===== src/rtl/tx_frame_feeder.sv =====
// Feeds a downstream width converter: user words pass through a 2-entry FIFO and
// are presented on dout for RATIO cycles each, with IDLE_WORD filling underruns.
module tx_frame_feeder #(
  parameter int unsigned        DWIDTH    = 256,
  parameter int unsigned        RATIO     = 4,
  parameter int unsigned        CNT_WIDTH = 2,
  parameter logic [DWIDTH-1:0]  IDLE_WORD = '0
) (
  input  logic                 clk,
  input  logic                 rst,
  input  logic [DWIDTH-1:0]    s_axis_tdata,
  input  logic                 s_axis_tvalid,
  input  logic                 s_axis_tlast,
  output logic                 s_axis_tready,
  output logic [CNT_WIDTH-1:0] cnt,
  output logic [DWIDTH-1:0]    dout,
  output logic                 dout_is_data,
  output logic                 dout_last
);

  localparam logic [CNT_WIDTH-1:0] CNT_MAX = CNT_WIDTH'(RATIO - 1);
  localparam logic [CNT_WIDTH-1:0] CNT_ONE = CNT_WIDTH'(1);

  typedef logic [DWIDTH:0] entry_t;

  logic [CNT_WIDTH-1:0] cnt_q, cnt_d;
  logic                 load;

  entry_t               mem_q [2];
  entry_t               mem_d [2];
  logic                 wr_ptr_q, wr_ptr_d;
  logic                 rd_ptr_q, rd_ptr_d;
  logic [1:0]           count_q, count_d;
  logic                 tready_q, tready_d;
  logic                 push, pop;

  logic [DWIDTH-1:0]    dout_q, dout_d;
  logic                 is_data_q, is_data_d;
  logic                 last_q, last_d;

  // A load edge is the 0->1 counter step; with RATIO == 1 every edge loads.
  always_comb begin
    if (RATIO == 1) begin
      cnt_d = CNT_ONE;
      load  = 1'b1;
    end else begin
      cnt_d = (cnt_q == CNT_MAX) ? '0 : cnt_q + CNT_ONE;
      load  = (cnt_q == '0);
    end
  end

  assign push = s_axis_tvalid && tready_q;
  assign pop  = load && (count_q != 2'd0);

  always_comb begin
    mem_d = mem_q;
    if (push) begin
      mem_d[wr_ptr_q] = {s_axis_tlast, s_axis_tdata};
    end
    wr_ptr_d = wr_ptr_q ^ push;
    rd_ptr_d = rd_ptr_q ^ pop;
    count_d  = count_q + {1'b0, push} - {1'b0, pop};
    // Registered from the post-edge occupancy, so a full FIFO drops tready for
    // one cycle even when a pop frees a slot on the same edge.
    tready_d = (count_d != 2'd2);
  end

  always_comb begin
    dout_d    = dout_q;
    is_data_d = is_data_q;
    last_d    = last_q;
    if (load) begin
      if (pop) begin
        dout_d    = mem_q[rd_ptr_q][DWIDTH-1:0];
        last_d    = mem_q[rd_ptr_q][DWIDTH];
        is_data_d = 1'b1;
      end else begin
        dout_d    = IDLE_WORD;
        last_d    = 1'b0;
        is_data_d = 1'b0;
      end
    end
  end

  always_ff @(posedge clk) begin
    if (rst) begin
      cnt_q     <= '0;
      wr_ptr_q  <= 1'b0;
      rd_ptr_q  <= 1'b0;
      count_q   <= 2'd0;
      tready_q  <= 1'b0;
      dout_q    <= IDLE_WORD;
      is_data_q <= 1'b0;
      last_q    <= 1'b0;
    end else begin
      cnt_q     <= cnt_d;
      wr_ptr_q  <= wr_ptr_d;
      rd_ptr_q  <= rd_ptr_d;
      count_q   <= count_d;
      tready_q  <= tready_d;
      dout_q    <= dout_d;
      is_data_q <= is_data_d;
      last_q    <= last_d;
    end
  end

  // Storage needs no reset: pointers and occupancy gate every read.
  always_ff @(posedge clk) begin
    mem_q <= mem_d;
  end

  assign s_axis_tready = tready_q;
  assign cnt           = cnt_q;
  assign dout          = dout_q;
  assign dout_is_data  = is_data_q;
  assign dout_last     = last_q;

endmodule


===== config.mk =====
export PLATFORM = sky130hd
export DESIGN_NAME = tx_frame_feeder
export DESIGN_NICKNAME = d
export VERILOG_FILES = /design/src/rtl/tx_frame_feeder.sv
export SDC_FILE = /design/constraint.sdc
export NUM_CORES = 1
export LEC_CHECK = 0
export CAP_MARGIN = 15
export CORE_MARGIN = 5
export CORE_UTILIZATION = 50
export CTS_CLUSTER_DIAMETER = 40
export DETAILED_ROUTE_END_ITERATION = 16
export PLACE_DENSITY_LB_ADDON = 0.15
export SYNTH_ARGS = -nofsm -noshare
export SYNTH_HDL_FRONTEND = slang
export SYNTH_SLANG_ARGS = --single-unit
export TNS_END_PERCENT = 5

===== constraint.sdc =====
create_clock -name clk -period 14.3 [get_ports clk]
set_input_delay 2.86 -clock clk [delete_from_list [all_inputs] [get_ports clk]]
set_output_delay 2.86 -clock clk [all_outputs]
set_load 0.01 [all_outputs]

==> summary.txt, run 1 <==
Worst hold path
  – Hold Path Stages: 1
  – Hold Path Class: reg2reg
  – Min-Delay Endpoint: cnt[0]
  – Hold_sp: cnt[0]

Power
  – Switching share of power: 25.92%
  – Clock power frac: 38.4%
  – Logic gate share of total power: roughly a fifth
  – Sequential power share: between 40% and 50%
  – Maximum VDD drop: 112.6 uV
  – Pleak: 13.28 nW
  – P_sw: about 1.8 mW
  – Total Power: 6.976 mW
  – Cell Int Power: 5.167 mW
  – Pwr/cell area: 185.1 nW/um2

Critical path
  – R2r setup slk: 10.61 ns
  – Crit-path leading delay family: buffers and inverters
  – Most common cell on crit path: buf_4
  – Startpoint Class: input pin
  – Worst reg2reg path depth: 5
  – Crit-path max cell delay: 0.91 ns
  – CP Class: in2reg
  – Crit-path cells: clkdlybuf4s50_1, and2_1, ha_4, buf_4, buf_4
  – Worst r2r src: rd_ptr_q
  – CP arrival: approximately 6.3 ns
  – Reg2reg end: dout[2]
  – Crit end category: flip-flop
  – Crit path required time: between 10 and 15 ns
  – Crit path buf inv count: 3
  – Crit-path max FO: 73
  – Slowest CP cell: buf_4

Routing
  – Wirelength per Cell: 21.91 um
  – Initial drt markers: about 840
  – DRT Pass-1 Iters: 5
  – Routed WL: 67.73 mm
  – Remaining DRCs: 0
  – Vias: 16260
  – Vias per cell: 5.260
  – Post-route ant nets: 0

STA
  – RSZ-0062 raised after global routing: false
  – Slew headroom: roughly 25%
  – Final Max Tran Viols: 0
  – Final worst path period share: 42.40%
  – Setup-failing EPs final: 0
  – FMAX: 164.9 MHz
  – Fin. Hold Viols: 0
  – Setup WS post-layout: 8.237 ns
  – Final Skew: 0.02765 ns
  – Tightest Pin Transition: 1.119 ns
  – WHS: a little under 0.5 ns
  – Min Clock Period, post-route: 6.063 ns
  – Final setup TNS: 0 ns

Die
  – CORE AREA: 56280 um2
  – Die Ht: 248.2 um
  – Die extent in x: 248.2 um
  – Die ar.: roughly 62000 um2
  – Boundary pin count: 521
  – Initial Util: 50.41%
  – Row count: 87

Clock tree
  – # H-tree levels: 3
  – Post_cts resized: 0
  – CTS Buffer Depth: 3
  – Clock sinks: 779
  – Worst-path clk slew: 0.05 ns
  – Cts hold-fix bufs: 0
  – Total CTS buffers: 106
  – Root buffer cell: clkbuf_16
  – TritonCTS clock tree: done
  – # Post-CTS Setup Buffers: 0
  – Clock Latency Late Sink: 0.65 ns

Logic synthesis
  – Synthesized area: 28370 um2
  – Syn Area/Cell: 16.71 um2
  – FF+latch count, synth: 779
  – Mapped Cells: approximately 1700
  – Number of unique standard cell types used by synthesis: 28
  – Post-synthesis sequential area ratio: 73.11%
  – Net Count, Synth: ~2000
  – Ys Warns: 0
  – Yosys top cell area share: a little over half
  – Cell taking the most area after synthesis: edfxtp_1
  – Area contributors post-synth: edfxtp_1 (54%), dfxtp_1 (19%), mux2_4 (12%)

Global routing
  – GRT Resource Usage Total: 20.92%
  – Vias in the first global route: 16770
  – Initial antenna violation count: 31
  – First-pass GRT wire length: 98.57 mm
  – Largest net degree at the start of global routing: 108
  – Grt total ovfl: 0

Cells and area
  – Share of layout cells above drive strength 1: around 20%
  – Final nets: between 2000 and 2500
  – Synthesis-to-layout area growth: 32.84%
  – Finished Layout Cells: 3091
  – Filler instances: 3887
  – Design Area, Final: 37680 um2
  – Layout Utilization: between 60% and 70%

Run status
  – Outcome: complete, no violations

Place
  – Port buffer count: between 500 and 600
  – DP Cell Count: 2875
  – Area after DPL: 33920 um2
  – Post-place setup slack: 7.562 ns
  – Routability cong.: 0.7674
  – HPWL Detailed: 41.98 mm

Flow run
  – Max-Cap Viols: 0
-- cell usage after synthesis (all sizes together) --
| library cell | instances |
|---|---|
| nor3 | 1 |
| o21a | 1 |
| inv | 3 |
| a21boi | 1 |
| xnor2 | 1 |
| mux2i | 1 |
| and2 | 1 |
| buf | 77 |
| dfxtp | 265 |
| mux2 | 258 |
| nor4bb | 1 |
| nand2b | 2 |
| a22oi | 257 |
| and3 | 1 |
| a21oi | 1 |
| edfxtp | 514 |
| nor2b | 3 |
| nor4 | 1 |
| clkbuf | 38 |
| a211oi | 1 |
| clkinv | 1 |
| nor2 | 262 |
| ha | 5 |
| nor3b | 1 |
| xor2 | 1 |
-- registers in the layout, indices dropped and copies added, names as in the netlist --
register	cells
wr_ptr_q	1
rd_ptr_q	1
dout_is_data	1
dout_last	1
dout	256
s_axis_tready	1
cnt	2
mem_q	514
count_q	2
-- logic make-up (layout without fill, tap and decap cells) --
family,after synthesis,after routing,share of synthesized area (%)
AO/OA/AOI/OAI,261,261,6.898
XOR/XNOR,2,2,0.06176
adder cells (fa/ha/maj),5,5,0.2205
buffers and inverters,119,740,2.796
flip-flops,779,779,73.11
multiplexers,259,259,13.19
other,0,16,0
AND/OR/NAND/NOR,273,273,3.723
-- power by group through the flow --
stage / combinational (mW) / sequential [mW] / clock (mW)
after global routing: 1.57 / 2.86 / 2.83
after CTS: 1.49 / 2.83 / 2.73
after global placement: 1.46 / 2.86 / 0
after detailed placement: 1.48 / 2.88 / 0
after floorplan: 0.977 / 2.91 / 0
final: 1.47 / 2.83 / 2.68
-- worst max-delay path by stage --
stage / start / end / slack, ns / cells after the start
floorplan: s_axis_tvalid / mem_q[0] / 4.70 / 2
global placement: s_axis_tvalid / mem_q[137] / 7.59 / 5
detailed placement: s_axis_tvalid / mem_q[362] / 7.56 / 5
CTS: s_axis_tvalid / mem_q[378] / 8.24 / 5
global route: s_axis_tvalid / mem_q[354] / 8.11 / 5
finish: s_axis_tvalid / mem_q[354] / 8.24 / 5
-- per-layer routing --
metal	up-vias	wire, um	global-route usage (%)
met1	8101	25600	24.08
met2	454	33820	35.29
met3	147	6010	8.691
li1	7527	-	-
met5	-	210	0
met4	30	2081	7.676
-- cell type report --
| class | instances | area (um2) | area share, % |
|---|---|---|---|
| Timing Repair Buffer | 536 | 5341 | 14.17 |
| Antenna cell | 16 | 40.04 | 0.1062 |
| Sequential cell | 779 | 20740 | 55.05 |
| Tap cell | 756 | 945.9 | 2.510 |
| Multi-Input combinational cell | 800 | 6867 | 18.22 |
| Clock inverter | 64 | 795.8 | 2.112 |
| Inverter | 4 | 22.52 | 0.05976 |
| Clock buffer | 136 | 2928 | 7.769 |
-- cell usage in the layout (no fill, tap or decap), types with 2 or more instances in the layout --
cell type,instances
a22oi_1,257
nor2b_1,3
nor2_1,262
inv_8,2
ha_1,3
mux2_2,38
dfxtp_1,264
diode_2,16
ha_4,2
clkbuf_8,13
bufinv_16,13
clkbuf_16,108
clkinv_2,15
mux2_4,220
clkdlybuf4s50_1,519
edfxtp_1,514
inv_6,14
inv_1,3
buf_4,15
nand2b_1,2
clkinvlp_4,9
clkinv_4,9
clkbuf_1,16
Note: power is estimated with default switching activity, not from simulation.
==> inputs of run 2 (changes only) <==
==> constraint.sdc (replaced) <==
create_clock -name clk -period 5.65 [get_ports clk]
set_input_delay 1.13 -clock clk [delete_from_list [all_inputs] [get_ports clk]]
set_output_delay 1.13 -clock clk [all_outputs]
set_load 0.01 [all_outputs]
==> summary.txt, run 2 (synthesis gave the netlist of run 1 again) <==
Routing
  – Routed WL: 68.29 mm (+0.83%)
  – Vias: 16380 (+0.77%)
  – Remaining DRCs: 0 (unchanged)
  – Vias per cell: 5.283 (+0.44%)
  – Post-route ant nets: 0 (unchanged)
  – DRT Pass-1 Iters: 5 (unchanged)
  – Initial drt markers: 978 (+16%)
  – Wirelength per Cell: 22.02 um (+0.50%)

Power
  – Pleak: 13.49 nW (+1.6%)
  – Logic gate share of total power: 20.5% (-0.5 points)
  – Clock power frac: 40.8% (+2.4 points)
  – Maximum VDD drop: 299.7 uV (+170%)
  – Switching share of power: 25.83% (-0.097 points)
  – Sequential power share: 38.7% (-1.9 points)
  – Cell Int Power: 13.66 mW (+160%)
  – Pwr/cell area: 481.8 nW/um2 (+160%)
  – P_sw: 4.755 mW (+160%)

Die
  – Die Ht: 248.2 um (unchanged)
  – Die ar.: 61600 um2 (unchanged)
  – Die extent in x: 248.2 um (unchanged)
  – Initial Util: 50.41% (unchanged)
  – CORE AREA: 56280 um2 (unchanged)
  – Boundary pin count: 521 (unchanged)
  – Row count: 87 (unchanged)

Global routing
  – Largest net degree at the start of global routing: 158 (+46%)
  – First-pass GRT wire length: 100.4 mm (+1.8%)
  – GRT Resource Usage Total: 21.31% (+0.39 points)
  – Initial antenna violation count: 27 (-13%)
  – Vias in the first global route: 16850 (+0.48%)
  – Grt total ovfl: 0 (unchanged)

Cells and area
  – Number of flip-flops in the largest register: 514 (unchanged)
  – Share of layout cells above drive strength 1: 20.68% (+0.71 points)
  – Largest Register: mem_q
  – Most frequent cells in the layout: clkdlybuf4s50_1 (519), edfxtp_1 (514), dfxtp_1 (264), nor2_1 (262), a22oi_1 (257)
  – Final nets: 2497 (+0.20%)
  – Synthesis-to-layout area growth: 34.72%
  – Filler instances: 3885 (-0.051%)
  – Most common cell after layout, fill and taps aside: clkdlybuf4s50_1
  – Finished Layout Cells: 3101 (+0.32%)
  – Layout Utilization: 67.91% (+0.95 points)

Clock tree
  – # H-tree levels: 3 (unchanged)
  – Root buffer cell: clkbuf_16
  – Clock sinks: 779 (unchanged)
  – # Post-CTS Setup Buffers: 0 (unchanged)
  – CTS Buffer Depth: 3 (unchanged)
  – Clock Latency Late Sink: 0.66 ns (about the same)
  – TritonCTS clock tree: done
  – Post_cts resized: 0 (unchanged)
  – Worst-path clk slew: 0.06 ns (about the same)
  – Cts hold-fix bufs: 0 (unchanged)
  – Total CTS buffers: 111 (+4.7%)

STA
  – Final Max Tran Viols: 0 (unchanged)
  – Slew headroom: 30.00% (+4.6 points)
  – Min Clock Period, post-route: about 2.9 ns
  – Setup-failing EPs final: 0 (unchanged)
  – FMAX: roughly 350 MHz
  – Final Skew: 0.02255 ns (-0.005102 ns)
  – RSZ-0062 raised after global routing: false
  – Fin. Hold Viols: 0 (unchanged)
  – WHS: 0.4927 ns (+0.01103 ns)
  – Tightest Pin Transition: 1.050 ns (-0.06850 ns)
  – Final setup TNS: 0 ns (unchanged)
  – Final worst path period share: 50.44%

Place
  – DP Cell Count: 2875 (unchanged)
  – HPWL Detailed: 41.43 mm (-1.3%)
  – Port buffer count: 520 (unchanged)
  – Routability cong.: 0.8061 (+5.0%)

Critical path
  – CP arrival: 3.13 ns (-3.17 ns)
  – Startpoint Class: input pin
  – Crit end category: flip-flop
  – Crit path required time: 5.93 ns (-8.61 ns)
  – Worst r2r src: cnt[0]
  – R2r setup slk: 2.98 ns (-7.63 ns)
  – CP Class: in2reg
  – Reg2reg end: dout[150]
  – Worst reg2reg path depth: 6 (+1)
  – Crit-path max FO: 110 (+51%)

Worst hold path
  – Hold Path Class: reg2reg
  – Hold_sp: cnt[0]
  – Hold Path Stages: 1 (unchanged)
  – Min-Delay Endpoint: cnt[0]

Run status
  – Outcome: complete, no violations

Flow run
  – Max-Cap Viols: 0 (unchanged)
[run 2: layout make-up]
class                      instances  area [um2]  share of cell area (%)
sequential                       779       20740                   54.28
clock inverter                    81        1180                   3.087
tap                              756       945.9                   2.475
antenna                           14       35.03                 0.09167
timing repair buffer             536        5429                   14.21
multi-input combinational        800        6867                   17.97
clock buffer                     131        2994                   7.835
inverter                           4       22.52                 0.05893
[run 2: stage by stage]
stage	setup WS [ns]	power, mW	cell area (um2)
3_5_place_dp	2.117	11.04	34010
2_1_floorplan	-2.221	9.850	28370
4_1_cts	2.761	18.61	38180
5_1_grt	2.691	19.16	38210
3_3_place_gp	2.116	10.95	34010
6_report	2.800	18.41	38220
[run 2: how the worst max path moves through the flow]
stage	start	to	slack, ns	cells past startpoint
floorplan	s_axis_tvalid	mem_q[0]	-2.22	2
global placement	s_axis_tvalid	mem_q[75]	2.12	4
detailed placement	s_axis_tvalid	mem_q[82]	2.12	4
CTS	dout[178]	dout[178]	2.76	1
global route	s_axis_tvalid	mem_q[437]	2.69	4
finish	s_axis_tvalid	mem_q[466]	2.80	4
[run 2: metal layers]
metal / wire [um] / vias up / part of all wire [%] / track usage [%]
li1: - / 7537 / - / -
met1: 26170 / 8171 / 38 / 25.45
met2: 33520 / 525 / 49 / 34.74
met3: 6319 / 129 / 9.3 / 8.155
met4: 2122 / 22 / 3.1 / 9.202
met5: 159 / - / 0.23 / 0
[run 2: worst max-delay path: stages]
cell and delay, ns:
clkdlybuf4s50_1 0.47, and2_1 0.26, ha_4 0.56, buf_12 0.54
[run 2: power groups by stage]
stage                     Clock (mW)  Sequential (mW)  Combinational [mW]
after floorplan                    0             7.38                2.47
after global placement             0             7.20                3.75
after detailed placement           0             7.24                3.80
after CTS                       7.65             7.13                3.83
after global routing            7.93             7.19                4.04
final                           7.51             7.12                3.78
==> inputs of run 3 (changes only) <==
--- a/config.mk
+++ b/config.mk
@@ -7,7 +7,7 @@
 export LEC_CHECK = 0
 export CAP_MARGIN = 15
 export CORE_MARGIN = 5
-export CORE_UTILIZATION = 50
+export CORE_UTILIZATION = 47
 export CTS_CLUSTER_DIAMETER = 40
 export DETAILED_ROUTE_END_ITERATION = 16
 export PLACE_DENSITY_LB_ADDON = 0.15
==> constraint.sdc (replaced) <==
create_clock -name clk -period 2.4 [get_ports clk]
set_input_delay 0.48 -clock clk [delete_from_list [all_inputs] [get_ports clk]]
set_output_delay 0.48 -clock clk [all_outputs]
set_load 0.01 [all_outputs]
==> summary.txt, run 3 (synthesis gave the netlist of run 1 again) <==
Cells and area
  – Most common cell after layout, fill and taps aside: clkdlybuf4s50_1
  – Share of layout cells above drive strength 1: 21.61% (+0.93 points)
  – Finished Layout Cells: 3171 (+2.3%)
  – Largest Register: mem_q
  – Final nets: 2539 (+1.7%)
  – Number of flip-flops in the largest register: 514 (unchanged)
  – Synthesis-to-layout area growth: 35.89%
  – Most frequent cells in the layout: clkdlybuf4s50_1 (519), edfxtp_1 (514), dfxtp_1 (264), nor2_1 (262), a22oi_1 (257)

Critical path
  – R2r setup slk: 0.36 ns (-2.62 ns)
  – Crit path required time: 1.92 ns (-4.01 ns)
  – CP Class: reg2out
  – Crit-path leading delay family: buffers and inverters
  – Crit end category: output port
  – Startpoint Class: flip-flop
  – CP arrival: 1.66 ns (-1.47 ns)
  – Slowest CP cell: clkdlybuf4s50_1
  – Crit path buf inv count: 1 (-1)
  – Crit-path max FO: 2 (-98%)
  – Crit-path cells: clkdlybuf4s50_1
  – Crit-path max cell delay: 0.69 ns (+0.13 ns)

Routing
  – Post-route ant nets: 0 (unchanged)
  – Vias per cell: 5.189 (-1.8%)
  – DRT Pass-1 Iters: 5 (unchanged)
  – Routed WL: 68.79 mm (+0.74%)
  – Initial drt markers: 889 (-9.1%)
  – Vias: 16450 (+0.42%)
  – Remaining DRCs: 0 (unchanged)
  – Wirelength per Cell: 21.69 um (-1.5%)

Die
  – Initial Util: 47.26% (-3.1 points)
  – Die ar.: 65370 um2 (+6.1%)
  – Die extent in x: 255.7 um (+3.0%)
  – Row count: 90 (+3.4%)
  – Boundary pin count: 521 (unchanged)
  – Die Ht: 255.7 um (+3.0%)
  – CORE AREA: 60020 um2 (+6.6%)

Clock tree
  – TritonCTS clock tree: done
  – Clock Latency Late Sink: 0.65 ns (about the same)
  – Clock sinks: 779 (unchanged)
  – Post_cts resized: 0 (unchanged)
  – Total CTS buffers: 107 (-3.6%)
  – Worst-path clk slew: 0.05 ns (about the same)
  – Cts hold-fix bufs: 0 (unchanged)
  – CTS Buffer Depth: 3 (unchanged)
  – # H-tree levels: 3 (unchanged)
  – # Post-CTS Setup Buffers: 0 (unchanged)
  – Root buffer cell: clkbuf_16

Power
  – Pwr/cell area: 1092 nW/um2 (+130%)
  – Total Power: 42.08 mW (+130%)
  – Maximum VDD drop: 1027 uV (+240%)
  – Pleak: 13.64 nW (+1.1%)

Global routing
  – GRT met2 Usage: 34.06% (-0.68 points)
  – Top Usage Layer GRT: met2
  – Initial antenna violation count: 25 (-7.4%)
  – First-pass GRT wire length: 103.3 mm (+3.0%)
  – Routing usage on met3: 7.122% (-1.0 points)
  – Largest net degree at the start of global routing: 86 (-46%)
  – GRT Resource Usage Total: 20.25% (-1.1 points)
  – M1 GR Usage: 23.96% (-1.5 points)
  – Vias in the first global route: 17200 (+2.1%)
  – Grt total ovfl: 0 (unchanged)

STA
  – Final Skew: 0.02652 ns (+0.003969 ns)
  – RSZ-0062 raised after global routing: false
  – Fin. Hold Viols: 0 (unchanged)
  – Final Max Tran Viols: 0 (unchanged)
  – Slew headroom: 58.25% (+28 points)
  – Final worst path period share: between 80% and 90%
  – Final setup TNS: 0 ns (unchanged)
  – Tightest Pin Transition: 0.6262 ns (-0.4239 ns)
  – FMAX: 467.9 MHz
  – Setup-failing EPs final: 0 (unchanged)
  – Min Clock Period, post-route: 2.137 ns

Place
  – Port buffer count: 520 (unchanged)
  – Routability cong.: 0.7801 (-3.2%)
  – HPWL Detailed: 45.85 mm (+11%)
  – DP Cell Count: 2947 (+2.5%)

Worst hold path
  – Hold Path Class: in2reg

Flow run
  – Max-Cap Viols: 0 (unchanged)

Run status
  – Outcome: complete, no violations
==> run 3: changes by cell type in the layout (fill, tap and decap cells not counted), sizes merged <==
cell	before	now
buf	16	62
clkinv	23	32
inv	22	24
bufinv	22	9
clkinvlp	18	11
diode	14	20
clkbuf	132	133
==> run 3: path summary, 6_finish.rpt <==
check / startpoint / end / depth (start not counted)
setup / recovery: dout[44] / dout[44] / 1
hold / removal: rst / dout[197] / 2
setup reg to reg: cnt[0] / dout[184] / 7
hold reg to reg: cnt[0] / cnt[0] / 1
==> run 3: where the power goes <==
part | internal, mW | leakage [nW] | switching [mW]
Sequential | 16.0 | 6.86 | 0.760
Combinational | 5.11 | 4.98 | 4.34
Clock | 9.79 | 1.80 | 6.09
Total | 30.9 | 13.6 | 11.2
==> run 3: metal layers <==
layer  share of wire, %  wire (um)  up-vias
li1                   -          -     7636
met1                 39      27000     8208
met2                 50      34590      485
met3                7.7       5265      116
met4                2.7       1873        8
met5              0.089         61        -
==> run 3: stage by stage <==
step | area (um2) | setup WS, ns | hold WS (ns) | util, %
global placement | 34760 | 0.2242 | 0.4658 | 57.92
CTS | 38500 | 0.2181 | 0.3594 | 64.14
floorplan | 28390 | -0.5583 | 0.5131 | -
global route | 38530 | 0.1923 | 0.3750 | 64.19
finish | 38550 | 0.2628 | 0.3999 | 64.22
detailed placement | 34760 | 0.2087 | 0.4845 | 57.92
==> run 3: final cells by class <==
class	count	area (um2)
Antenna cell	20	50.05
Timing Repair Buffer	582	6150
Clock buffer	132	2917
Tap cell	782	978.4
Sequential cell	779	20740
Multi-Input combinational cell	800	6869
Clock inverter	72	817.0
Inverter	4	22.52
Fill cell	4268	21470
